[src/rtl/mandel_pkg.sv]
// Shared constants and types for the Mandelbrot pixel-coordinate generator.
// Fixed point is 4.23 two's complement, matching the HPS PIO word width.
package mandel_pkg;

    localparam int DEF_WIDTH    = 27;
    localparam int DEF_H_PIXELS = 640;
    localparam int DEF_V_PIXELS = 480;
    localparam int FRAC_BITS    = 23;
    localparam int INT_BITS     = DEF_WIDTH - FRAC_BITS;

    typedef enum logic [1:0] {
        IDLE = 2'd0,
        RUN  = 2'd1,
        DONE = 2'd2
    } state_t;

endpackage

[src/rtl/mandel_coord_gen_if.sv]
// Valid/ready point stream from the coordinate generator to the iterator array.
// The master drives the point and valid; the slave drives ready.
interface mandel_coord_gen_if #(
    parameter int WIDTH = 27,
    parameter int X_W   = 10,
    parameter int Y_W   = 9
);

    logic             out_valid;
    logic             out_ready;
    logic [WIDTH-1:0] c_re;
    logic [WIDTH-1:0] c_im;
    logic [X_W-1:0]   pix_x;
    logic [Y_W-1:0]   pix_y;

    modport master (
        output out_valid,
        output c_re,
        output c_im,
        output pix_x,
        output pix_y,
        input  out_ready
    );

    modport slave (
        input  out_valid,
        input  c_re,
        input  c_im,
        input  pix_x,
        input  pix_y,
        output out_ready
    );

endinterface

[src/rtl/mandel_step_acc.sv]
// Load/step/hold accumulator; load wins over step, arithmetic wraps mod 2^WIDTH.
// SUB selects subtraction so the imaginary axis can walk downward on screen.
module mandel_step_acc #(
    parameter int WIDTH = 27,
    parameter bit SUB   = 1'b0
) (
    input  logic             clk,
    input  logic             reset_n,
    input  logic             i_load,
    input  logic [WIDTH-1:0] i_load_val,
    input  logic             i_step,
    input  logic [WIDTH-1:0] i_delta,
    output logic [WIDTH-1:0] o_acc
);

    logic [WIDTH-1:0] r_acc;
    logic [WIDTH-1:0] w_next;

    assign w_next = SUB ? (r_acc - i_delta) : (r_acc + i_delta);
    assign o_acc  = r_acc;

    always_ff @(posedge clk or negedge reset_n) begin
        if (!reset_n) begin
            r_acc <= '0;
        end else if (i_load) begin
            r_acc <= i_load_val;
        end else if (i_step) begin
            r_acc <= w_next;
        end
    end

endmodule

[src/rtl/mandel_coord_gen.sv]
// Raster-order complex-point generator: latches frame parameters on start,
// then emits one (c_re, c_im, pix_x, pix_y) per accepted valid/ready handshake.
module mandel_coord_gen
    import mandel_pkg::*;
#(
    parameter int WIDTH    = DEF_WIDTH,
    parameter int H_PIXELS = DEF_H_PIXELS,
    parameter int V_PIXELS = DEF_V_PIXELS,
    parameter int X_W      = 10,
    parameter int Y_W      = 9
) (
    input  logic              clk,
    input  logic              reset_n,
    input  logic              start,
    input  logic              abort,
    input  logic [WIDTH-1:0]  x_start,
    input  logic [WIDTH-1:0]  y_start,
    input  logic [WIDTH-1:0]  dx,
    input  logic [WIDTH-1:0]  dy,
    mandel_coord_gen_if.master out_if,
    output logic              busy,
    output logic              done
);

    localparam logic [X_W-1:0] X_LAST = X_W'(H_PIXELS - 1);
    localparam logic [Y_W-1:0] Y_LAST = Y_W'(V_PIXELS - 1);

    state_t           r_state;
    logic [WIDTH-1:0] r_x0;
    logic [WIDTH-1:0] r_y0;
    logic [WIDTH-1:0] r_dx;
    logic [WIDTH-1:0] r_dy;
    logic [X_W-1:0]   r_px;
    logic [Y_W-1:0]   r_py;
    logic             r_valid;
    logic             r_busy;
    logic             r_done;

    logic             w_start;
    logic             w_hs;
    logic             w_row_end;
    logic             w_last;
    logic             w_re_load;
    logic [WIDTH-1:0] w_re_val;
    logic             w_re_step;
    logic             w_im_step;
    logic [WIDTH-1:0] w_re;
    logic [WIDTH-1:0] w_im;

    // abort blocks both a fresh start and an in-flight handshake
    assign w_start   = (r_state == IDLE) && start && !abort;
    assign w_hs      = (r_state == RUN) && r_valid
                       && out_if.out_ready && !abort;
    assign w_row_end = (r_px == X_LAST);
    assign w_last    = w_row_end && (r_py == Y_LAST);

    assign w_re_load = w_start || (w_hs && w_row_end && !w_last);
    assign w_re_val  = w_start ? x_start : r_x0;
    assign w_re_step = w_hs && !w_row_end;
    assign w_im_step = w_hs && w_row_end && !w_last;

    mandel_step_acc #(
        .WIDTH (WIDTH),
        .SUB   (1'b0)
    ) u_re_acc (
        .clk        (clk),
        .reset_n    (reset_n),
        .i_load     (w_re_load),
        .i_load_val (w_re_val),
        .i_step     (w_re_step),
        .i_delta    (r_dx),
        .o_acc      (w_re)
    );

    mandel_step_acc #(
        .WIDTH (WIDTH),
        .SUB   (1'b1)
    ) u_im_acc (
        .clk        (clk),
        .reset_n    (reset_n),
        .i_load     (w_start),
        .i_load_val (y_start),
        .i_step     (w_im_step),
        .i_delta    (r_dy),
        .o_acc      (w_im)
    );

    always_ff @(posedge clk or negedge reset_n) begin
        if (!reset_n) begin
            r_state <= IDLE;
            r_x0    <= '0;
            r_y0    <= '0;
            r_dx    <= '0;
            r_dy    <= '0;
            r_px    <= '0;
            r_py    <= '0;
            r_valid <= 1'b0;
            r_busy  <= 1'b0;
            r_done  <= 1'b0;
        end else begin
            r_done <= 1'b0;
            unique case (r_state)
                IDLE: begin
                    if (w_start) begin
                        r_x0    <= x_start;
                        r_y0    <= y_start;
                        r_dx    <= dx;
                        r_dy    <= dy;
                        r_px    <= '0;
                        r_py    <= '0;
                        r_valid <= 1'b1;
                        r_busy  <= 1'b1;
                        r_state <= RUN;
                    end
                end
                RUN: begin
                    if (abort) begin
                        r_valid <= 1'b0;
                        r_busy  <= 1'b0;
                        r_state <= IDLE;
                    end else if (w_hs) begin
                        if (w_last) begin
                            r_valid <= 1'b0;
                            r_busy  <= 1'b0;
                            r_done  <= 1'b1;
                            r_state <= DONE;
                        end else if (w_row_end) begin
                            r_px <= '0;
                            r_py <= r_py + 1'b1;
                        end else begin
                            r_px <= r_px + 1'b1;
                        end
                    end
                end
                DONE: begin
                    r_state <= IDLE;
                end
                default: begin
                    r_state <= IDLE;
                end
            endcase
        end
    end

    assign out_if.out_valid = r_valid;
    assign out_if.c_re      = w_re;
    assign out_if.c_im      = w_im;
    assign out_if.pix_x     = r_px;
    assign out_if.pix_y     = r_py;
    assign busy             = r_busy;
    assign done             = r_done;

endmodule
[src/flat_wrapper.sv]
// flat-port wrapper written by rule: the top's interface ports become plain ports
module mandel_coord_gen_flat import mandel_pkg::*;
#(
    parameter int WIDTH    = DEF_WIDTH,
    parameter int H_PIXELS = DEF_H_PIXELS,
    parameter int V_PIXELS = DEF_V_PIXELS,
    parameter int X_W      = 10,
    parameter int Y_W      = 9
)
  (clk, reset_n, start, abort, x_start, y_start, dx, dy, busy, done, out_if_out_valid, out_if_c_re, out_if_c_im, out_if_pix_x, out_if_pix_y, out_if_out_ready);
  mandel_coord_gen_if #(.WIDTH(WIDTH), .X_W(X_W), .Y_W(Y_W)) out_if_i ();
  input  logic clk;
  input  logic reset_n;
  input  logic start;
  input  logic abort;
  input  logic [WIDTH-1:0] x_start;
  input  logic [WIDTH-1:0] y_start;
  input  logic [WIDTH-1:0] dx;
  input  logic [WIDTH-1:0] dy;
  output logic busy;
  output logic done;
  output wire logic [$bits(out_if_i.out_valid)-1:0] out_if_out_valid;
  output wire logic [$bits(out_if_i.c_re)-1:0] out_if_c_re;
  output wire logic [$bits(out_if_i.c_im)-1:0] out_if_c_im;
  output wire logic [$bits(out_if_i.pix_x)-1:0] out_if_pix_x;
  output wire logic [$bits(out_if_i.pix_y)-1:0] out_if_pix_y;
  input wire logic [$bits(out_if_i.out_ready)-1:0] out_if_out_ready;
  assign out_if_out_valid = out_if_i.out_valid;
  assign out_if_c_re = out_if_i.c_re;
  assign out_if_c_im = out_if_i.c_im;
  assign out_if_pix_x = out_if_i.pix_x;
  assign out_if_pix_y = out_if_i.pix_y;
  assign out_if_i.out_ready = out_if_out_ready;
  mandel_coord_gen #(.WIDTH(WIDTH), .H_PIXELS(H_PIXELS), .V_PIXELS(V_PIXELS), .X_W(X_W), .Y_W(Y_W)) u_core (.clk(clk), .reset_n(reset_n), .start(start), .abort(abort), .x_start(x_start), .y_start(y_start), .dx(dx), .dy(dy), .out_if(out_if_i), .busy(busy), .done(done));
endmodule
[config.mk]
export PLATFORM = sky130hd
export DESIGN_NAME = mandel_coord_gen_flat
export DESIGN_NICKNAME = d
export VERILOG_FILES = /design/src/rtl/mandel_pkg.sv /design/src/rtl/mandel_coord_gen_if.sv /design/src/rtl/mandel_step_acc.sv /design/src/rtl/mandel_coord_gen.sv /design/src/flat_wrapper.sv
export SDC_FILE = /design/constraint.sdc
export NUM_CORES = 1
export LEC_CHECK = 0
export CORE_MARGIN = 10
export CORE_UTILIZATION = 53
export CTS_CLUSTER_DIAMETER = 40
export CTS_CLUSTER_SIZE = 12
export DETAILED_ROUTE_END_ITERATION = 10
export PLACE_DENSITY = 0.83
export SLEW_MARGIN = 20
export SYNTH_ARGS = -nofsm -noshare
export SYNTH_HDL_FRONTEND = slang
export SYNTH_HIERARCHICAL = 1
export SYNTH_SLANG_ARGS = --single-unit
[constraint.sdc]
create_clock -name clk -period 4 [get_ports clk]
set_input_delay 0.6 -clock clk [delete_from_list [all_inputs] [get_ports clk]]
set_output_delay 0.6 -clock clk [all_outputs]
set_load 0.02 [all_outputs]
== After elaboration in Yosys (flattened, before gate mapping) ==
Index checks and enable logic that the tools add are counted.
Storage, ports and cells
  register bits: 158
  output and inout port bits: 76
  logic and storage cells: 77
Operators by class
  add/sub/neg operators: 4
  eq/ne operators: 10
  mux-type cells: 31
  reductions and logical operators: 22
Operator list (count)
  27-bit two-way mux: 5
  10-bit two-way mux: 5
  9-bit two-way mux: 5
  27-bit adder: 1
  27-bit subtractor: 1
  10-bit case mux with 2 select lines: 1
  9-bit case mux with 2 select lines: 1
  10-bit by 1-bit adder with 10-bit output (second input constant): 1
  10-bit equality test (second input constant): 1
  9-bit by 1-bit adder with 9-bit output (second input constant): 1
  9-bit equality test (second input constant): 1
  1-bit logical AND: 9
  1-bit two-way mux: 8
  2-bit two-way mux: 4
  2-bit by 1-bit inequality test with 1-bit output (second input constant): 3
  3-bit by 2-bit inequality test with 1-bit output (second input constant): 2
  6-bit AND reduction: 1
  2-bit nonzero test: 3
  5-bit AND reduction: 1
  2-bit inequality test (second input constant): 2
  2-bit case mux with 2 select lines: 1
  4-bit AND reduction: 1
  1-bit zero test: 3
  3-bit AND reduction: 1
  other kinds (5): 5

== Logic depth before layout (Yosys ltp) ==
Gate-level depths: netlist (run 1).
  depth in word-level cells: 8
  mapped depth: 13

== Modules after synthesis ==
Netlist (run 1), hierarchy kept.
Modules (own cells, without submodules)
  mandel_coord_gen: times used 1, cells an instance 505, area each 4446.8 um2, seq. area each 2602.5 um2
  mandel_step_acc at u_core.u_im_acc: times used 1, cells an instance 321, area each 2623.8 um2, seq. area each 675.6 um2
  mandel_step_acc at u_core.u_re_acc: times used 1, cells an instance 289, area each 2446.1 um2, seq. area each 675.6 um2

== Worst setup path after synthesis (run 1) ==
No wires, ideal clock.
  kind: flip-flop to flip-flop
  start: register u_core.u_im_acc.r_acc[0] (netlist: u_core/u_im_acc/o_acc[0])
  end: register u_core.u_im_acc.r_acc[24] (netlist: u_core/u_im_acc/o_acc[24])
  library setup time: 0.125 ns
  data arrival time: 3.038 ns
  data required time: 3.875 ns
  slack: 0.838 ns
  stages on the path, launching flop included: 14
  path buffers: 0
  cell sequence: dfrtp_1 inv_1 ha_1 inv_1 fa_1 a211o_1 a31o_4 a21oi_4 o21ai_2 o41ai_2 a31oi_1 xor2_1 mux2_2 mux2_2
Between the ends
  cells in the longest elaborated chain, start to end: 3
Ends and longest elaborated chain
  start, declared: RTL line mandel_step_acc.sv:16  | logic [WIDTH-1:0] r_acc;
  start signal, assigned: RTL line mandel_step_acc.sv:26  | r_acc <= i_load_val;
  start signal, assigned: RTL line mandel_step_acc.sv:28  | r_acc <= w_next;
  27-bit subtractor: RTL line mandel_step_acc.sv:19  | assign w_next = SUB ? (r_acc - i_delta) : (r_acc + i_delta);
  27-bit two-way mux: RTL line mandel_step_acc.sv:27  | end else if (i_step) begin
  27-bit two-way mux: RTL line mandel_step_acc.sv:25  | end else if (i_load) begin
Every way passes these cells. The select of a mux whose other input is x is not followed.
A chain may end at the register's enable or synchronous reset.

== Final worst setup path (run 1) ==
Ends and elaborated chain as after synthesis.

==> flow_summary.yaml, run 1 <==
power_and_ir_drop:
  power_frac_clock: 0.240
  combPwrFrac: 0.443
  p_sw_frac: 0.374
  leakage_uw: 0.00571
  ir_drop_v: 0.000355
  pwr-share-seq: 0.316
  design_power_total_uw: 6830
  p_int_uw: 4280
  p_per_area_mw_per_mm2: 562
  p_sw_uw: 2550
drt:
  detail_route.wl_per_cell_um: 17.6
  ant_nets: 0
  viasPerCell: 5.68
  wl_um: 26800
  via_count: 8646
  drc: 0
  drtIter0Drc: 618
  firstDrtPassIters: 8
placed_design:
  hpwl_um: 19300
  pre_cts_ws_ns: 0.591
  place_congestion: 0.921
  placed_cell_area_mm2: 0.0116
  port_buffers: 188
yosys:
  avgSynthCellArea_um2: 8.54
  synth_warnings: 6
  synth_common_cells: "nand2_1 (341), dfrtp_1 (158), o21ai_0 (71)"
  synth_fp_nets: 1284
  seq_area_frac_synth: 0.415
  yosysUniqueCellTypes: 85
  synthArstFlopShare: 1.00
  syn_inst: 1115
  synth_top_area_cell: "dfrtp_1"
  ys_ff_latch: 158
  synth_top_cell_area_share: 0.415
  synthFlopType: "dfrtp_1"
  yosysMostFrequentCell: "nand2_1"
  syn_area_mm2: 0.00952
  synth-edff-count: 0
  synth.area.top_cells: "dfrtp_1 (42%), nand2_1 (13%), ha_1 (7.1%)"
finish:
  area_growth_pct: 27.8
  drive_gt1_frac: 0.0625
  nNetsFinal: 1454
  final_cell_area_mm2: 0.0122
critical_path:
  worstSetupEndpointType: "flip-flop"
  slowest_delay_ns: 0.42
  cp_max_fo: 3
  critPathLaunchType: "flip-flop"
  path_class: "reg -> reg"
  crit_buf_inv: 2
  critical_path_arrival_ns: 3.66
  reg2reg_depth: 13
  required_ns: 4.30
  crit_slowest_cell: "fa_1"
  path_depth: 13
  crit_path_cell_trace: "inv_1, ha_1, inv_1, fa_1, a211o_1, a31o_4, a21oi_4, o21ai_2, o41ai_2, a31oi_1, xor2_1, mux2_2, mux2_2"
  crit_family: "compound AO/OA/AOI/OAI gates"
cts:
  insertion_delay_ns: 0.42
  cts_hold_buf: 0
  path_clk_slew_ns: 0.06
  tritoncts: "built"
  cts_made_buffers: 17
  cts.sinks: 158
  clockBufferDepth: 2
  cts-root-buf: "clkbuf_16"
  cts_post_setup_buffers_inserted: 0
  cts_resized: 0
  htree_levels: 4
sta:
  rsz0062_at_grt: "false"
  tns_ns: 0
  hold_violations: 0
  relSlewSlack: 0.371
  worst_clock_skew_ns: 0.00940
  slew_viol_final: 0
  period_share: 0.839
  setup_viol: 0
  fmax_mhz: 298
  worst_slack_ns: 0.643
  fin_crit_ns: 3.36
  tightest_slew_ns: 0.944
die:
  rows: 48
  core-area_mm2: 0.0175
  ioPinCount: 189
  initial_utilization: 0.545
  die_w_um: 154
  die_height_um: 154
  die_area_mm2: 0.0237
run:
  maxCapViolCount: 0
global_route:
  grt_max_degree: 96
  antenna_found_initial: 2
  grt_pass1_vias: 8424
  overflow: 0
  grt_util_all_layers: 0.218
  grt_pass1_wl_um: 43100
min_path:
  holdCritPathClass: "in -> async"
status:
  status: "finished clean"
[per-layer routing]
metal	GRT usage	up-vias	share of wire	routed length, um
met5	0	-	0	0
li1	-	4173	-	-
met4	0.0594	0	0.018	476
met1	0.278	4102	0.44	11700
met3	0.0611	45	0.077	2060
met2	0.355	326	0.47	12600
[cell type report]
| type | count | area, um^2 |
|---|---|---|
| clock inverters | 7 | 113 |
| inverters | 49 | 186 |
| clock buffers | 22 | 474 |
| repair buffers | 197 | 1960 |
| well taps | 225 | 282 |
| fillers | 1393 | 5320 |
| multi-input cells | 862 | 5180 |
| diodes | 2 | 5.00 |
| flip-flops and latches | 158 | 3950 |
[power by group through the flow]
stage | registers [uW] | clock network [uW] | logic (uW)
floorplan | 2320 | 0 | 1850
global placement | 2170 | 0 | 2880
detailed placement | 2180 | 0 | 2960
CTS | 2160 | 1670 | 3010
global route | 2200 | 1760 | 3310
finish | 2160 | 1640 | 3030
[sequential cells by signal, indices dropped and copies added, names as in the netlist]
name                   flops
u_core/r_dx               27
u_core/out_if.pix_y        9
u_core/r_state             2
u_core/r_dy               27
u_core/u_im_acc/o_acc     27
u_core/u_re_acc/o_acc     27
u_core/done                1
u_core/busy                1
u_core/r_x0               27
u_core/out_if.pix_x       10
[cell usage in the layout (no fill, tap or decap), types with 4 or more instances in the layout]
master	n
o211ai_1	7
a211o_1	4
nor3_1	11
nor3b_1	5
and3_1	10
o31a_1	4
mux2i_1	23
o21bai_1	7
nand2_1	341
clkbuf_16	17
o21ai_0	71
a21oi_1	56
a21o_1	21
nand2b_1	6
buf_4	8
o21ai_1	12
xor2_1	17
a211oi_1	8
nor2b_1	4
clkdlybuf4s50_1	187
mux2_2	7
o21a_1	10
a221o_1	4
ha_1	54
a22oi_1	14
a31oi_1	7
nor2_1	44
inv_1	47
nand3_1	14
or3_1	10
dfrtp_1	158
xnor2_1	21
[stage by stage]
step / cells / hold WS (ns) / util
5_1_grt: 1521 / 0.330 / 0.696
2_1_floorplan: 1115 / 0.304 / -
6_report: 1522 / 0.241 / 0.696
4_1_cts: 1520 / 0.313 / 0.695
3_5_place_dp: 1491 / 0.456 / 0.662
3_3_place_gp: 1491 / 0.451 / 0.662
[path summary, 6_finish.rpt]
path | start | endpoint | slack, ns
worst min register to register | u_core/r_x0[8] | u_core/r_x0[8] | 0.47
worst max register to register | u_core/u_im_acc/o_acc[0] | u_core/u_im_acc/o_acc[24] | 0.64
worst max-delay path | u_core/u_im_acc/o_acc[0] | u_core/u_im_acc/o_acc[24] | 0.64
max in group asynchronous | reset_n | u_core/out_if.pix_y[0] | 2.95
min in group clk | u_core/r_x0[8] | u_core/r_x0[8] | 0.47
worst min-delay path | reset_n | u_core/r_dy[16] | 0.24
[logic make-up (layout without fill, tap and decap cells)]
kind of cell,after synthesis,after routing,synth area share
AO/OA/AOI/OAI,265,265,0.185
buffers and inverters,95,275,0.0405
adder cells (fa/ha/maj),56,56,0.0752
AND/OR/NAND/NOR,472,472,0.215
other,0,2,0
flip-flops,158,158,0.415
multiplexers,31,31,0.0339
XOR/XNOR,38,38,0.0350
Note: power is estimated with default switching activity, not from simulation.
==> run 2, diff against run 1 <==
--- a/config.mk
+++ b/config.mk
@@ -6,11 +6,11 @@
 export NUM_CORES = 1
 export LEC_CHECK = 0
 export CORE_MARGIN = 10
-export CORE_UTILIZATION = 53
+export CORE_UTILIZATION = 48
 export CTS_CLUSTER_DIAMETER = 40
 export CTS_CLUSTER_SIZE = 12
 export DETAILED_ROUTE_END_ITERATION = 10
-export PLACE_DENSITY = 0.83
+export PLACE_DENSITY = 0.79
 export SLEW_MARGIN = 20
 export SYNTH_ARGS = -nofsm -noshare
 export SYNTH_HDL_FRONTEND = slang
==> constraint.sdc (replaced) <==
create_clock -name clk -period 2.8 [get_ports clk]
set_input_delay 0.42 -clock clk [delete_from_list [all_inputs] [get_ports clk]]
set_output_delay 0.42 -clock clk [all_outputs]
set_load 0.02 [all_outputs]
==> run 2 against run 1 <==
Compared with the run above:
- the flow now finishes with violations (negative setup slack)
- sequential share of layout area fell by 1.4 points
- critical path depth increased by 1
- via count grew 0.80%
- power rose by 50%
- critical path type unchanged
- count of clock-buffer cells in the layout down 5
==> flow_summary.yaml, run 2 (synthesized netlist as in run 1, its figures left out) <==
critical_path:
  critPathLaunchType: "flip-flop"
  slowest_delay_ns: 0.41
  crit_path_cell_trace: "inv_2, ha_4, inv_2, fa_2, a211o_1, a31o_4, a21oi_4, buf_6, o211ai_1, nor4_2, o41ai_1, a221oi_1, o21bai_1, nand3_1"
  crit_slowest_cell: "dfrtp_2"
  crit_top_cell: "inv_2"
  required_ns: 3.10
  crit_family: "compound AO/OA/AOI/OAI gates"
  worstSetupEndpointType: "flip-flop"
  crit_buf_inv: 3
  path_class: "reg -> reg"
  cp_max_fo: 2
  critical_path_arrival_ns: 3.31
finish:
  area_growth_pct: 33.5
  drive_gt1_frac: 0.109
  final_cell_area_mm2: 0.0127
  layout_commonest_cell: "nand2_1"
  nNetsFinal: 1495
  most-common-layout-cells: "nand2_1 (341), clkdlybuf4s50_1 (187), dfrtp_1 (157)"
die:
  die_w_um: 161
  core-area_mm2: 0.0195
  initial_utilization: 0.489
  rows: 51
  ioPinCount: 189
  die_area_mm2: 0.0259
  die_height_um: 161
status:
  violations: "negative setup slack"
  status: "complete, but fails checks"
sta:
  hold_violations: 0
  fin_crit_ns: 3.01
  worst_clock_skew_ns: 0.0147
  slew_viol_final: 0
  relSlewSlack: 0.566
  period_share: 1.08
  tns_ns: -0.462
  worst_slack_ns: -0.212
  tightest_slew_ns: 0.651
  rsz0062_at_grt: "true"
  fmax_mhz: 332
  setup_viol: 4
global_route:
  grt_util_all_layers: 0.207
  overflow: 0
  grt_pass1_wl_um: 44500
  grt-busiest-layer: "met2"
  gr-usage-met3: 0.0590
  gr-usage-met1: 0.260
  grt_pass1_vias: 8776
  grt_max_degree: 88
  met2_usage: 0.340
  antenna_found_initial: 1
cts:
  clockBufferDepth: 2
  cts-root-buf: "clkbuf_16"
  cts.sinks: 158
  cts_made_buffers: 17
  path_clk_slew_ns: 0.07
  cts_hold_buf: 0
  htree_levels: 4
  tritoncts: "built"
  insertion_delay_ns: 0.43
drt:
  detail_route.wl_per_cell_um: 17.1
  viasPerCell: 5.43
  ant_nets: 0
  drtIter0Drc: 511
  drc: 0
  via_count: 8715
  wl_um: 27400
  firstDrtPassIters: 5
power_and_ir_drop:
  ir_drop_v: 0.000433
  p_per_area_mw_per_mm2: 805
  leakage_uw: 0.00596
run:
  maxCapViolCount: 0
placed_design:
  port_buffers: 188
  place_congestion: 0.912
  hpwl_um: 20100
  placed_cell_area_mm2: 0.0119
  pre_cts_ws_ns: -0.248
min_path:
  holdCritPathClass: "in -> async"
-- run 2: layout make-up --
class,instances,area (um^2)
timing repair buffer,238,2330
tap,265,332
clock inverter,15,195
fill,1618,6760
inverter,49,190
antenna,1,2.50
multi-input combinational,862,5280
sequential,158,3960
clock buffer,17,425
-- run 2: worst paths after layout --
check,from,to,slack [ns],depth (start not counted)
min in group clk,u_core/r_x0[23],u_core/r_x0[23],0.47,2
setup / recovery,u_core/u_im_acc/o_acc[0],u_core/u_im_acc/o_acc[26],-0.21,14
setup reg to reg,u_core/u_im_acc/o_acc[0],u_core/u_im_acc/o_acc[26],-0.21,14
max in group asynchronous,reset_n,u_core/u_re_acc/o_acc[1],2.12,2
hold / removal,reset_n,u_core/r_dy[11],0.003,1
hold reg to reg,u_core/r_x0[23],u_core/r_x0[23],0.47,2
-- run 2: power by group --
part	internal (uW)	leakage (uW)	switching [uW]
Sequential	2740	0.00199	356
Clock	1430	0.000297	1040
Combinational	2170	0.00368	2490
-- run 2: worst register-to-register path, stage by stage (launching register included) --
cell,delay [ns]
dfrtp_2,0.41
inv_2,0.06
ha_4,0.12
inv_2,0.03
fa_2,0.33
a211o_1,0.30
a31o_4,0.25
a21oi_4,0.17
buf_6,0.12
o211ai_1,0.13
nor4_2,0.18
o41ai_1,0.12
a221oi_1,0.38
o21bai_1,0.18
nand3_1,0.10
-- run 2: metal layers --
metal  vias to the layer above  routed length [um]
li1                       4257                   -
met1                      4166               12400
met2                       260               12900
met3                        32                1680
met4                         0                 493
met5                         -                   0
-- run 2: timing repair --
| item | 4_1_cts | 5_1_grt |
|---|---|---|
| pin swaps | 3 | 13 |
| gates resized for setup | 10 | 23 |
| setup endpoints to repair | 9 | 20 |
| setup buffers | 3 | 5 |
-- run 2: through the flow --
step	power [uW]	std cells	utilization	hold WS, ns
CTS	10100	1599	0.647	0.0122
global route	10900	1605	0.653	0.0224
detailed placement	7520	1564	0.612	0.456
floorplan	5950	1115	-	0.124
global placement	7410	1564	0.612	0.451
finish	10200	1605	0.653	0.00263
